File: src/rtl/lighting_scheduler_pkg.sv
// light_pkg: shared types, FSM states and default parameters for lighting_scheduler.
package light_pkg;
  typedef logic [143:0] triangle_t;
  typedef logic [23:0]  rgb_t;
  typedef logic [47:0]  vec3_t;
  typedef enum logic [1:0] {S_IDLE, S_ISSUE, S_WAIT, S_OUT} sched_state_t;
  localparam int DEF_FIFO_DEPTH = 4;
  localparam int DEF_MIN_LAT    = 4;
  localparam int DEF_TIMEOUT    = 64;
  localparam int QW             = $bits(triangle_t) + $bits(rgb_t);
  function automatic logic [15:0] sat_inc(input logic [15:0] v);
    return (&v) ? v : v + 16'd1;
  endfunction
endpackage

File: src/rtl/lighting_scheduler_if.sv
// lighting_scheduler_if: upstream, lighting-unit and downstream signals of the scheduler.
interface lighting_scheduler_if;
  import light_pkg::*;
  logic      in_valid;
  logic      in_ready;
  triangle_t in_tri;
  rgb_t      in_rgb;
  logic      lv_we;
  vec3_t     lv_d;
  logic      lit_en;
  triangle_t lit_tri;
  rgb_t      lit_rgb;
  vec3_t     lit_light_vec;
  logic      lit_valid;
  logic      lit_illuminated;
  rgb_t      lit_rgb_out;
  logic      out_valid;
  logic      out_ready;
  triangle_t out_tri;
  rgb_t      out_rgb;
  logic      busy;
  logic      timeout_err;
  modport master (
    output in_valid, in_tri, in_rgb, lv_we, lv_d, lit_valid, lit_illuminated, lit_rgb_out, out_ready,
    input  in_ready, lit_en, lit_tri, lit_rgb, lit_light_vec, out_valid, out_tri, out_rgb, busy, timeout_err
  );
  modport slave (
    input  in_valid, in_tri, in_rgb, lv_we, lv_d, lit_valid, lit_illuminated, lit_rgb_out, out_ready,
    output in_ready, lit_en, lit_tri, lit_rgb, lit_light_vec, out_valid, out_tri, out_rgb, busy, timeout_err
  );
endinterface

File: src/rtl/lighting_scheduler_tri_fifo.sv
// tri_fifo: power-of-two deep queue of {triangle, colour} words with full/empty flags.
module tri_fifo #(
  parameter int WIDTH = 168,
  parameter int DEPTH = 4
) (
  input  logic             clk,
  input  logic             rst,
  input  logic             i_push,
  input  logic             i_pop,
  input  logic [WIDTH-1:0] i_din,
  output logic [WIDTH-1:0] o_dout,
  output logic             o_full,
  output logic             o_empty
);
  localparam int AW = $clog2(DEPTH);
  logic [WIDTH-1:0] r_mem [DEPTH];
  logic [AW:0]      r_wp, r_rp;
  assign o_empty = r_wp == r_rp;
  assign o_full  = (r_wp[AW] != r_rp[AW]) && (r_wp[AW-1:0] == r_rp[AW-1:0]);
  assign o_dout  = r_mem[r_rp[AW-1:0]];
  always_ff @(posedge clk) begin
    if (rst) begin
      r_wp <= '0;
      r_rp <= '0;
    end else begin
      if (i_push && !o_full) r_wp <= r_wp + 1'b1;
      if (i_pop && !o_empty) r_rp <= r_rp + 1'b1;
    end
  end
  always_ff @(posedge clk)
    if (i_push && !o_full) r_mem[r_wp[AW-1:0]] <= i_din;
endmodule

File: src/rtl/lighting_scheduler.sv
// lighting_scheduler: queues triangles, runs one at a time through the lighting unit; LIGHT_SCHED_STATS_EN adds drawn/culled counters.
module lighting_scheduler
  import light_pkg::*;
#(
  parameter int FIFO_DEPTH = DEF_FIFO_DEPTH,
  parameter int MIN_LAT    = DEF_MIN_LAT,
  parameter int TIMEOUT    = DEF_TIMEOUT
) (
  input logic clk,
  input logic rst,
  lighting_scheduler_if.slave bus
`ifdef LIGHT_SCHED_STATS_EN
  ,
  output logic [15:0] stat_drawn,
  output logic [15:0] stat_culled
`endif
);
  localparam int CW = $clog2(TIMEOUT + 1);
  sched_state_t  r_state, w_next;
  logic [CW-1:0] r_cnt;
  triangle_t     r_tri;
  rgb_t          r_rgb, r_orgb;
  vec3_t         r_pend, r_act;
  logic          r_err;
  logic          w_full, w_empty, w_push, w_pop, w_qual, w_tmo;
  logic [QW-1:0] w_head;
  tri_fifo #(.WIDTH(QW), .DEPTH(FIFO_DEPTH)) u_fifo (
    .clk     (clk),
    .rst     (rst),
    .i_push  (w_push),
    .i_pop   (w_pop),
    .i_din   ({bus.in_tri, bus.in_rgb}),
    .o_dout  (w_head),
    .o_full  (w_full),
    .o_empty (w_empty)
  );
  assign w_push = bus.in_valid & ~w_full;
  assign w_pop  = (r_state == S_IDLE) & ~w_empty;
  // early valids for unlit faces are masked until MIN_LAT cycles have elapsed
  assign w_qual = (r_state == S_WAIT) & bus.lit_valid & (r_cnt >= CW'(MIN_LAT));
  assign w_tmo  = (r_state == S_WAIT) & ~w_qual & (r_cnt == CW'(TIMEOUT));
  assign bus.in_ready      = ~w_full;
  assign bus.lit_tri       = r_tri;
  assign bus.lit_rgb       = r_rgb;
  assign bus.lit_light_vec = r_act;
  assign bus.out_tri       = r_tri;
  assign bus.out_rgb       = r_orgb;
  assign bus.busy          = ~w_empty | (r_state != S_IDLE);
  assign bus.timeout_err   = r_err;
  always_comb begin
    w_next        = r_state;
    bus.lit_en    = r_state == S_ISSUE;
    bus.out_valid = r_state == S_OUT;
    case (r_state)
      S_IDLE:  w_next = w_empty ? S_IDLE : S_ISSUE;
      S_ISSUE: w_next = S_WAIT;
      S_WAIT:  w_next = w_qual ? (bus.lit_illuminated ? S_OUT : S_IDLE) : (w_tmo ? S_IDLE : S_WAIT);
      S_OUT:   w_next = bus.out_ready ? S_IDLE : S_OUT;
      default: w_next = S_IDLE;
    endcase
  end
  always_ff @(posedge clk) begin
    if (rst) begin
      r_state <= S_IDLE;
      r_cnt   <= '0;
      r_tri   <= '0;
      r_rgb   <= '0;
      r_orgb  <= '0;
      r_pend  <= '0;
      r_act   <= '0;
      r_err   <= 1'b0;
    end else begin
      r_state <= w_next;
      if (bus.lv_we) r_pend <= bus.lv_d;
      // a write landing in the pop cycle goes straight to the active vector
      if (r_state == S_IDLE) r_act <= bus.lv_we ? bus.lv_d : r_pend;
      if (w_pop) {r_tri, r_rgb} <= w_head;
      r_cnt <= (r_state == S_ISSUE) ? CW'(1) : (r_state == S_WAIT) ? r_cnt + 1'b1 : r_cnt;
      if (w_qual && bus.lit_illuminated) r_orgb <= bus.lit_rgb_out;
      if (w_tmo) r_err <= 1'b1;
    end
  end
`ifdef LIGHT_SCHED_STATS_EN
  always_ff @(posedge clk) begin
    if (rst) begin
      stat_drawn  <= '0;
      stat_culled <= '0;
    end else begin
      if (r_state == S_OUT && bus.out_ready) stat_drawn <= sat_inc(stat_drawn);
      if (w_qual && !bus.lit_illuminated) stat_culled <= sat_inc(stat_culled);
    end
  end
`endif
endmodule

File: src/flat_wrapper.sv
// flat-port wrapper written by rule: the top's interface ports become plain ports
module lighting_scheduler_flat import light_pkg::*;
#(
  parameter int FIFO_DEPTH = DEF_FIFO_DEPTH,
  parameter int MIN_LAT    = DEF_MIN_LAT,
  parameter int TIMEOUT    = DEF_TIMEOUT
)
  (clk, rst, bus_in_valid, bus_in_tri, bus_in_rgb, bus_lv_we, bus_lv_d, bus_lit_valid, bus_lit_illuminated, bus_lit_rgb_out, bus_out_ready, bus_in_ready, bus_lit_en, bus_lit_tri, bus_lit_rgb, bus_lit_light_vec, bus_out_valid, bus_out_tri, bus_out_rgb, bus_busy, bus_timeout_err);
  lighting_scheduler_if bus_i ();
  input logic clk;
  input logic rst;
  input wire logic [$bits(bus_i.in_valid)-1:0] bus_in_valid;
  input wire logic [$bits(bus_i.in_tri)-1:0] bus_in_tri;
  input wire logic [$bits(bus_i.in_rgb)-1:0] bus_in_rgb;
  input wire logic [$bits(bus_i.lv_we)-1:0] bus_lv_we;
  input wire logic [$bits(bus_i.lv_d)-1:0] bus_lv_d;
  input wire logic [$bits(bus_i.lit_valid)-1:0] bus_lit_valid;
  input wire logic [$bits(bus_i.lit_illuminated)-1:0] bus_lit_illuminated;
  input wire logic [$bits(bus_i.lit_rgb_out)-1:0] bus_lit_rgb_out;
  input wire logic [$bits(bus_i.out_ready)-1:0] bus_out_ready;
  output wire logic [$bits(bus_i.in_ready)-1:0] bus_in_ready;
  output wire logic [$bits(bus_i.lit_en)-1:0] bus_lit_en;
  output wire logic [$bits(bus_i.lit_tri)-1:0] bus_lit_tri;
  output wire logic [$bits(bus_i.lit_rgb)-1:0] bus_lit_rgb;
  output wire logic [$bits(bus_i.lit_light_vec)-1:0] bus_lit_light_vec;
  output wire logic [$bits(bus_i.out_valid)-1:0] bus_out_valid;
  output wire logic [$bits(bus_i.out_tri)-1:0] bus_out_tri;
  output wire logic [$bits(bus_i.out_rgb)-1:0] bus_out_rgb;
  output wire logic [$bits(bus_i.busy)-1:0] bus_busy;
  output wire logic [$bits(bus_i.timeout_err)-1:0] bus_timeout_err;
  assign bus_i.in_valid = bus_in_valid;
  assign bus_i.in_tri = bus_in_tri;
  assign bus_i.in_rgb = bus_in_rgb;
  assign bus_i.lv_we = bus_lv_we;
  assign bus_i.lv_d = bus_lv_d;
  assign bus_i.lit_valid = bus_lit_valid;
  assign bus_i.lit_illuminated = bus_lit_illuminated;
  assign bus_i.lit_rgb_out = bus_lit_rgb_out;
  assign bus_i.out_ready = bus_out_ready;
  assign bus_in_ready = bus_i.in_ready;
  assign bus_lit_en = bus_i.lit_en;
  assign bus_lit_tri = bus_i.lit_tri;
  assign bus_lit_rgb = bus_i.lit_rgb;
  assign bus_lit_light_vec = bus_i.lit_light_vec;
  assign bus_out_valid = bus_i.out_valid;
  assign bus_out_tri = bus_i.out_tri;
  assign bus_out_rgb = bus_i.out_rgb;
  assign bus_busy = bus_i.busy;
  assign bus_timeout_err = bus_i.timeout_err;
  lighting_scheduler #(.FIFO_DEPTH(FIFO_DEPTH), .MIN_LAT(MIN_LAT), .TIMEOUT(TIMEOUT)) u_core (.clk(clk), .rst(rst), .bus(bus_i));
endmodule
File: config.mk
export PLATFORM = sky130hd
export DESIGN_NAME = lighting_scheduler_flat
export DESIGN_NICKNAME = d
export VERILOG_FILES = /design/src/rtl/lighting_scheduler_pkg.sv /design/src/rtl/lighting_scheduler_if.sv /design/src/rtl/lighting_scheduler_tri_fifo.sv /design/src/rtl/lighting_scheduler.sv /design/src/flat_wrapper.sv
export SDC_FILE = /design/constraint.sdc
export NUM_CORES = 1
export LEC_CHECK = 0
export BUFFER_PORTS_ARGS = -buffer_cell sky130_fd_sc_hd__buf_2
export CORE_MARGIN = 5
export CORE_UTILIZATION = 56
export DETAILED_ROUTE_END_ITERATION = 8
export GPL_ROUTABILITY_DRIVEN = 0
export GPL_TIMING_DRIVEN = 0
export HOLD_SLACK_MARGIN = 0.02
export PLACE_DENSITY = 0.9
export SLEW_MARGIN = 20
export SYNTH_ARGS = -nofsm -noshare
export SYNTH_HDL_FRONTEND = slang
export SYNTH_SLANG_ARGS = --single-unit
File: constraint.sdc
create_clock -name clk -period 6.4 [get_ports clk]
set_input_delay 0.32 -clock clk [delete_from_list [all_inputs] [get_ports clk]]
set_output_delay 0.32 -clock clk [all_outputs]
set_load 0.1 [all_outputs]
* After elaboration in Yosys (flattened, before gate mapping) *
Memories as Yosys holds them, arrays and structs flattened. A register that Yosys moved wholly into a read port is not among the register bits.
Cells that the tools add are included.
Widths: inputs -> output; s select.

word-level totals
  register bits = 136
  bits of input ports = 247
  RAM bits = 672
  output and inout port bits = 389
  logic and storage cells = 52
  memories kept = 1

memories
  name                 depth  bits a word  rd ports  clocked after Yosys merged registers in  wr ports  RTL line                           text
  u_core.u_fifo.r_mem  4      168          1         1                                        1         lighting_scheduler_tri_fifo.sv:16  logic [WIDTH-1:0] r_mem [DEPTH];

operators by class
  reduce and logical (&&, ||, !) cells = 10
  mux-type cells = 11
  $add $sub $neg = 3
  $lt $le $gt $ge = 1
  eq/ne operators = 7
  bitwise gates (word level) = 10

operators by type and width
  kind                 number
  $mux 48              1
  $mux 2               4
  $pmux 2 s4           1
  $add 7x1->7 const B  1
  $eq 7x7->1 const B   1
  $ge 7x3->1 const B   1
  $add 3x1->3 const B  2
  $and 1x1->1          6
  $mux 1               5
  $eq 2x2->1 const B   2
  $logic_and 1x1->1    4
  $reduce_bool 2->1    2
  $eq 3x3->1           1
  $not 1->1            3
  $eq 2x1->1 const B   1
  $eq 2x2->1           1
  $logic_not 1->1      2
  $logic_not 2->1      1
  $reduce_or 2->1      1
  $ne 1x1->1           1
  $or 1x1->1           1

* Logic depth before layout (Yosys ltp) *
  word-level depth = 9
  mapped depth = 9
  mapped depth without buffers = 6

* By module *
From an unflattened synthesis, not the netlist that was laid out.

unflattened totals
  cells, all modules = 2304
  area, all modules = 36284.8 um^2

by module, submodules not included
  module              times used  seq. area each (um^2)  cells an instance  area each (um^2)
  tri_fifo            1           20339.5                946                24802.5
  lighting_scheduler  1           5965.7                 1358               11482.3

* Worst setup path after synthesis *
Ideal clock, no wire load.

  kind = reg2reg
  start = register u_core.u_fifo.r_rp[1]
  end = memory u_core.u_fifo.r_mem[1][0], enable pin
  path slack = 925 ps
  data arrival time = 4927 ps
  period minus slack after synthesis = 5475 ps
  path buffers = 1
  cell stages (with the launch flop) = 5
  data required time = 5852 ps
  setup time = 548 ps
  cell sequence = dfxtp_1 > buf_2 > xor2_2 > o31a_1 > and2_1

on the way
  longest elaborated chain between the ends = 7
  elaborated cells between the ends (all ways) = 8
  those cells by class = eq/ne: 1; mux: 2; bitwise: 2; reduce/logical: 3

RTL lines
  element                           RTL line                           text
  start, declared                   lighting_scheduler_tri_fifo.sv:17  logic [AW:0] r_wp, r_rp;
  start signal, assigned            lighting_scheduler_tri_fifo.sv:27  if (i_pop && !o_empty) r_rp <= r_rp + 1'b1;
  $eq 2x2->1 (*)                    lighting_scheduler_tri_fifo.sv:19  assign o_full = (r_wp[AW] != r_rp[AW]) && (r_wp[AW-1:0] == r_rp[AW-1:0]);
  $logic_and 1x1->1 (*)             lighting_scheduler_tri_fifo.sv:19
  $not 1->1                         lighting_scheduler.sv:37           assign w_push = bus.in_valid & ~w_full;
  $and 1x1->1                       lighting_scheduler.sv:37
  $logic_and 1x1->1 (*)             lighting_scheduler_tri_fifo.sv:31  if (i_push && !o_full) r_mem[r_wp[AW-1:0]] <= i_din;
  $mux 1 (*)                        lighting_scheduler_tri_fifo.sv:31
  $mux 1 (not written as such) (*)  lighting_scheduler_tri_fifo.sv:31
  end, declared                     lighting_scheduler_tri_fifo.sv:16

Mark *: on every way between the ends. The rest lies on a longest branch, timed or not.

* Final worst setup path *
  start = register u_core.r_state[1]
  end = output port bus_busy

on the way
  longest elaborated chain between the ends = 2

RTL lines
  element                 RTL line                  text
  start, declared         lighting_scheduler.sv:19  sched_state_t r_state, w_next;
  start signal, assigned  lighting_scheduler.sv:73  r_state <= w_next;
  $reduce_bool 2->1       lighting_scheduler.sv:48  assign bus.busy = ~w_empty | (r_state != S_IDLE);
  $or 1x1->1              lighting_scheduler.sv:48
  end, declared           flat_wrapper.sv:29        output wire logic [$bits(bus_i.busy)-1:0] bus_busy;

Every way passes these cells.

==> tab_implementation.tex <==
\begin{tabular}{lr}
\hline
Metric & Value \\
\hline
\multicolumn{2}{l}{\textbf{Floorplanning}} \\
\quad Die X & approximately 260 microns \\
\quad \# rows & 92 \\
\quad Chip Height & 263 microns \\
\quad Area of the core region & 63300 sq um \\
\quad Starting density of the core & between 50\% and 60\% \\
\quad Top-Level Pins & 636 \\
\quad Die Footprint & 69300 sq um \\
\multicolumn{2}{l}{\textbf{Drt}} \\
\quad 1st-iter DRT viols & 3239 \\
\quad Detailed-router iteration count before antenna repair & 5 \\
\quad DRT Wirelength & about 110000 microns \\
\quad Residual DRC & 0 \\
\quad Routed vias & 25000 \\
\quad Wire length per cell & 26.5 microns \\
\quad Count of nets left with antenna violations after detail routing & 0 \\
\quad Routed vias/inst & roughly 6 \\
\multicolumn{2}{l}{\textbf{Yosys}} \\
\quad Syn\_area\_per\_cell & roughly 16 sq um \\
\quad Number of distinct library cell variants in the gate-level netlist after synthesis & 37 \\
\quad Largest area contributor in the synthesized netlist & edfxtp\_1 \\
\quad Warnings from Yosys & 0 \\
\quad Post-synth top flop & edfxtp\_1 \\
\quad Mapped Nets & $\sim$2500 \\
\quad Proportion of synthesized chip area in sequential cells & about three quarters \\
\quad Synthesis-stage register bit count & 976 \\
\quad Fraction of synthesized cell area taken by the top area cell type & 56.1\% \\
\quad Number of cells produced by synthesis & 2274 \\
\quad Top cell types by occurrence after synthesis & edfxtp\_1 (672), nand2\_1 (391), dfxtp\_1 (304) \\
\quad Post-synthesis instance area & $\sim$36000 sq um \\
\quad Cell types with the largest area share after synthesis & edfxtp\_1 (56\%), dfxtp\_1 (17\%), mux4\_2 (11\%) \\
\quad Async set or reset register ratio after synthesis & 0\% \\
\quad Cell with the most instances after synthesis & edfxtp\_1 \\
\quad Number of enable-type register cells in the synthesized netlist & 672 \\
\multicolumn{2}{l}{\textbf{CTS}} \\
\quad Clock transition at the register clock pins on the worst setup and hold paths after CTS & approximately 0.06 ns \\
\quad CTS sink count & 976 \\
\quad Buffer count from post-CTS setup fixing & 0 \\
\quad Cell chosen for the clock root & clkbuf\_16 \\
\quad Max Root-Sink Buffers & 3 \\
\quad \# resized after CTS & 0 \\
\quad Count of H-tree levels built during CTS & 3 \\
\quad Number of hold buffers added after CTS & 235 \\
\quad Clock buffer count from CTS & 94 \\
\quad Clk\_lat worst skew & about 0.67 ns \\
\quad Clock tree from TritonCTS & done \\
\multicolumn{2}{l}{\textbf{Setup path}} \\
\quad Worst path arrival time & 3.26 ns \\
\quad Capturing element type of the critical path & output pin \\
\quad Critical Path RT & approximately 6.1 ns \\
\quad Worst Path Class, Setup & reg -> out \\
\quad Highest fanout seen on the critical path & 10 \\
\quad Startpoint type of the worst setup path & register \\
\multicolumn{2}{l}{\textbf{Timing}} \\
\quad Final hold violation count & 0 \\
\quad Max-slew violation total from the final report & 0 \\
\quad Achievable Freq & between 200 and 300 MHz \\
\quad Final clock skew & between 0.06 and 0.07 ns \\
\quad Setup violation total in the final timing report & 0 \\
\quad Worst Tran Pin Value & 1.20 ns \\
\quad Final Cycle Share & 56.0\% \\
\quad Time the worst path needs with I/O delays and setup & 3.58 ns \\
\quad Headroom to the max-slew limit & a little under 20\% \\
\quad Setup repair after global routing missed its margin & false \\
\multicolumn{2}{l}{\textbf{Final layout}} \\
\quad Area growth from synthesis to layout & 28.2\% \\
\quad Count of placed standard cells in the final layout, fillers left out & 4191 \\
\quad NumNets Final & 3512 \\
\quad Fill cell count & 3387 \\
\quad Non-Filler Cell Area, Final & 46100 sq um \\
\quad Fraction of layout instances using a drive strength above 1 & a little over a third \\
\multicolumn{2}{l}{\textbf{Power}} \\
\quad Static leakage & 17.8 nW \\
\quad Peak supply drop & 628 uV \\
\quad Areal power density over the cells & between 500 and 600 nW/um\^{}2 \\
\multicolumn{2}{l}{\textbf{Global route}} \\
\quad Largest net degree at the start of global routing & 49 \\
\quad Total grt overflow & 0 \\
\quad Antenna violations before repair & 17 \\
\quad All-Layer GR Usage & a little under a third \\
\quad Wire length of the first global-routing pass & $\sim$160000 microns \\
\quad Number of global-route vias before repair & 26000 \\
\multicolumn{2}{l}{\textbf{Hold path}} \\
\quad Class of the tightest hold or removal check & in -> reg \\
\multicolumn{2}{l}{\textbf{Place}} \\
\quad Number of placed instances with taps included & 3768 \\
\quad Placed wire-length estimate after detailed placement & roughly 64000 microns \\
\quad Number of buffer cells added on primary ports & 634 \\
\quad Standard cell area after detailed placement & 40500 sq um \\
\multicolumn{2}{l}{\textbf{Outcome}} \\
\quad Outcome & finished, final reports clean \\
\multicolumn{2}{l}{\textbf{Run}} \\
\quad Max cap viols & 0 \\
\hline
\end{tabular}
layout make-up:
type	count	area [sq um]	area share [%]
Clock buffer	127	2660	5.78
Antenna cell	14	35.0	0.0761
Sequential cell	976	26300	57.0
Clock inverter	47	478	1.04
Inverter	7	26.3	0.0570
Multi-Input combinational cell	1016	8010	17.4
Tap cell	846	1060	2.30
Buffer	275	1650	3.58
Timing Repair Buffer	883	5880	12.8
registers in the layout, summed over array words and instances, names as in the netlist:
name,flops
u_core.bus.lit_light_vec,48
u_core.bus.lit_rgb,24
u_core.bus.lit_tri,144
u_core.bus.out_rgb,24
u_core.bus.timeout_err,1
u_core.r_cnt,7
u_core.r_pend,48
u_core.r_state,2
u_core.u_fifo.r_mem,672
u_core.u_fifo.r_rp,3
u_core.u_fifo.r_wp,3
logic make-up after synthesis:
logic type	Yosys count	share of synthesized area, %
fa+ha+maj	12	0.418
xor+xnor	10	0.285
compound gates	256	4.07
simple gates	520	5.57
mux	218	11.9
flops	976	73.1
buf+inv	282	4.66
placed cells by master (no fill, tap or decap), drive strengths merged, types with 48 or more instances in the layout:
| master | count |
|---|---|
| nand2 | 391 |
| dlygate4sd3 | 235 |
| mux4 | 168 |
| dfxtp | 304 |
| edfxtp | 672 |
| buf | 844 |
| a211oi | 48 |
| nor2 | 111 |
| clkbuf | 206 |
| a21oi | 196 |
| mux2i | 50 |
path summary, 6_finish.rpt:
check | start | to | slack [ns] | cells after the start
worst min-delay path | bus_out_ready | u_core.r_state[0] | 0.08 | 4
worst min register to register | u_core.bus.out_rgb[13] | u_core.bus.out_rgb[13] | 0.46 | 2
worst max register to register | u_core.u_fifo.r_rp[1] | u_core.u_fifo.r_mem[3][161] | 3.32 | 6
worst max-delay path | u_core.r_state[1] | bus_busy | 2.82 | 7
power breakdown:
| part | internal (mW) | leakage (nW) | switching (mW) | total (mW) |
|---|---|---|---|---|
| combinational | 2.34 | 7.57 | 9.26 | 11.6 |
| sequential | 7.56 | 8.66 | 0.649 | 8.21 |
| clock | 3.19 | 1.55 | 2.50 | 5.69 |
through the flow:
step	hold WS [ns]	setup WS [ns]	setup TNS (ns)	util, %	power [mW]
2_1_floorplan	0.419	0.925	0	-	17.3
3_3_place_gp	0.440	-2.16	-1411.59	63.5	19.2
3_5_place_dp	0.449	3.39	0	64.0	19.4
4_1_cts	0.0230	2.88	0	72.7	25.2
5_1_grt	0.0671	2.73	0	72.8	26.2
6_report	0.0775	2.82	0	72.8	25.5
per-layer routing:
metal / global-route usage, % / part of all wire [%] / vias to the layer above
met5: 0 / 0.0099 / -
met3: 5.39 / 8.2 / 482
met1: 35.0 / 33 / 12300
met2: 55.4 / 52 / 1965
li1: - / - / 10200
met4: 17.7 / 6.8 / 2
worst max-delay path: stages (launching register included):
cell,delay (ns)
dfxtp_1,0.36
inv_1,0.14
ha_1,0.16
clkbuf_1,0.51
clkbuf_1,0.49
clkbuf_1,0.48
nand2_1,0.16
buf_2,0.34
No activity file was read; power rests on OpenSTA's default activity.
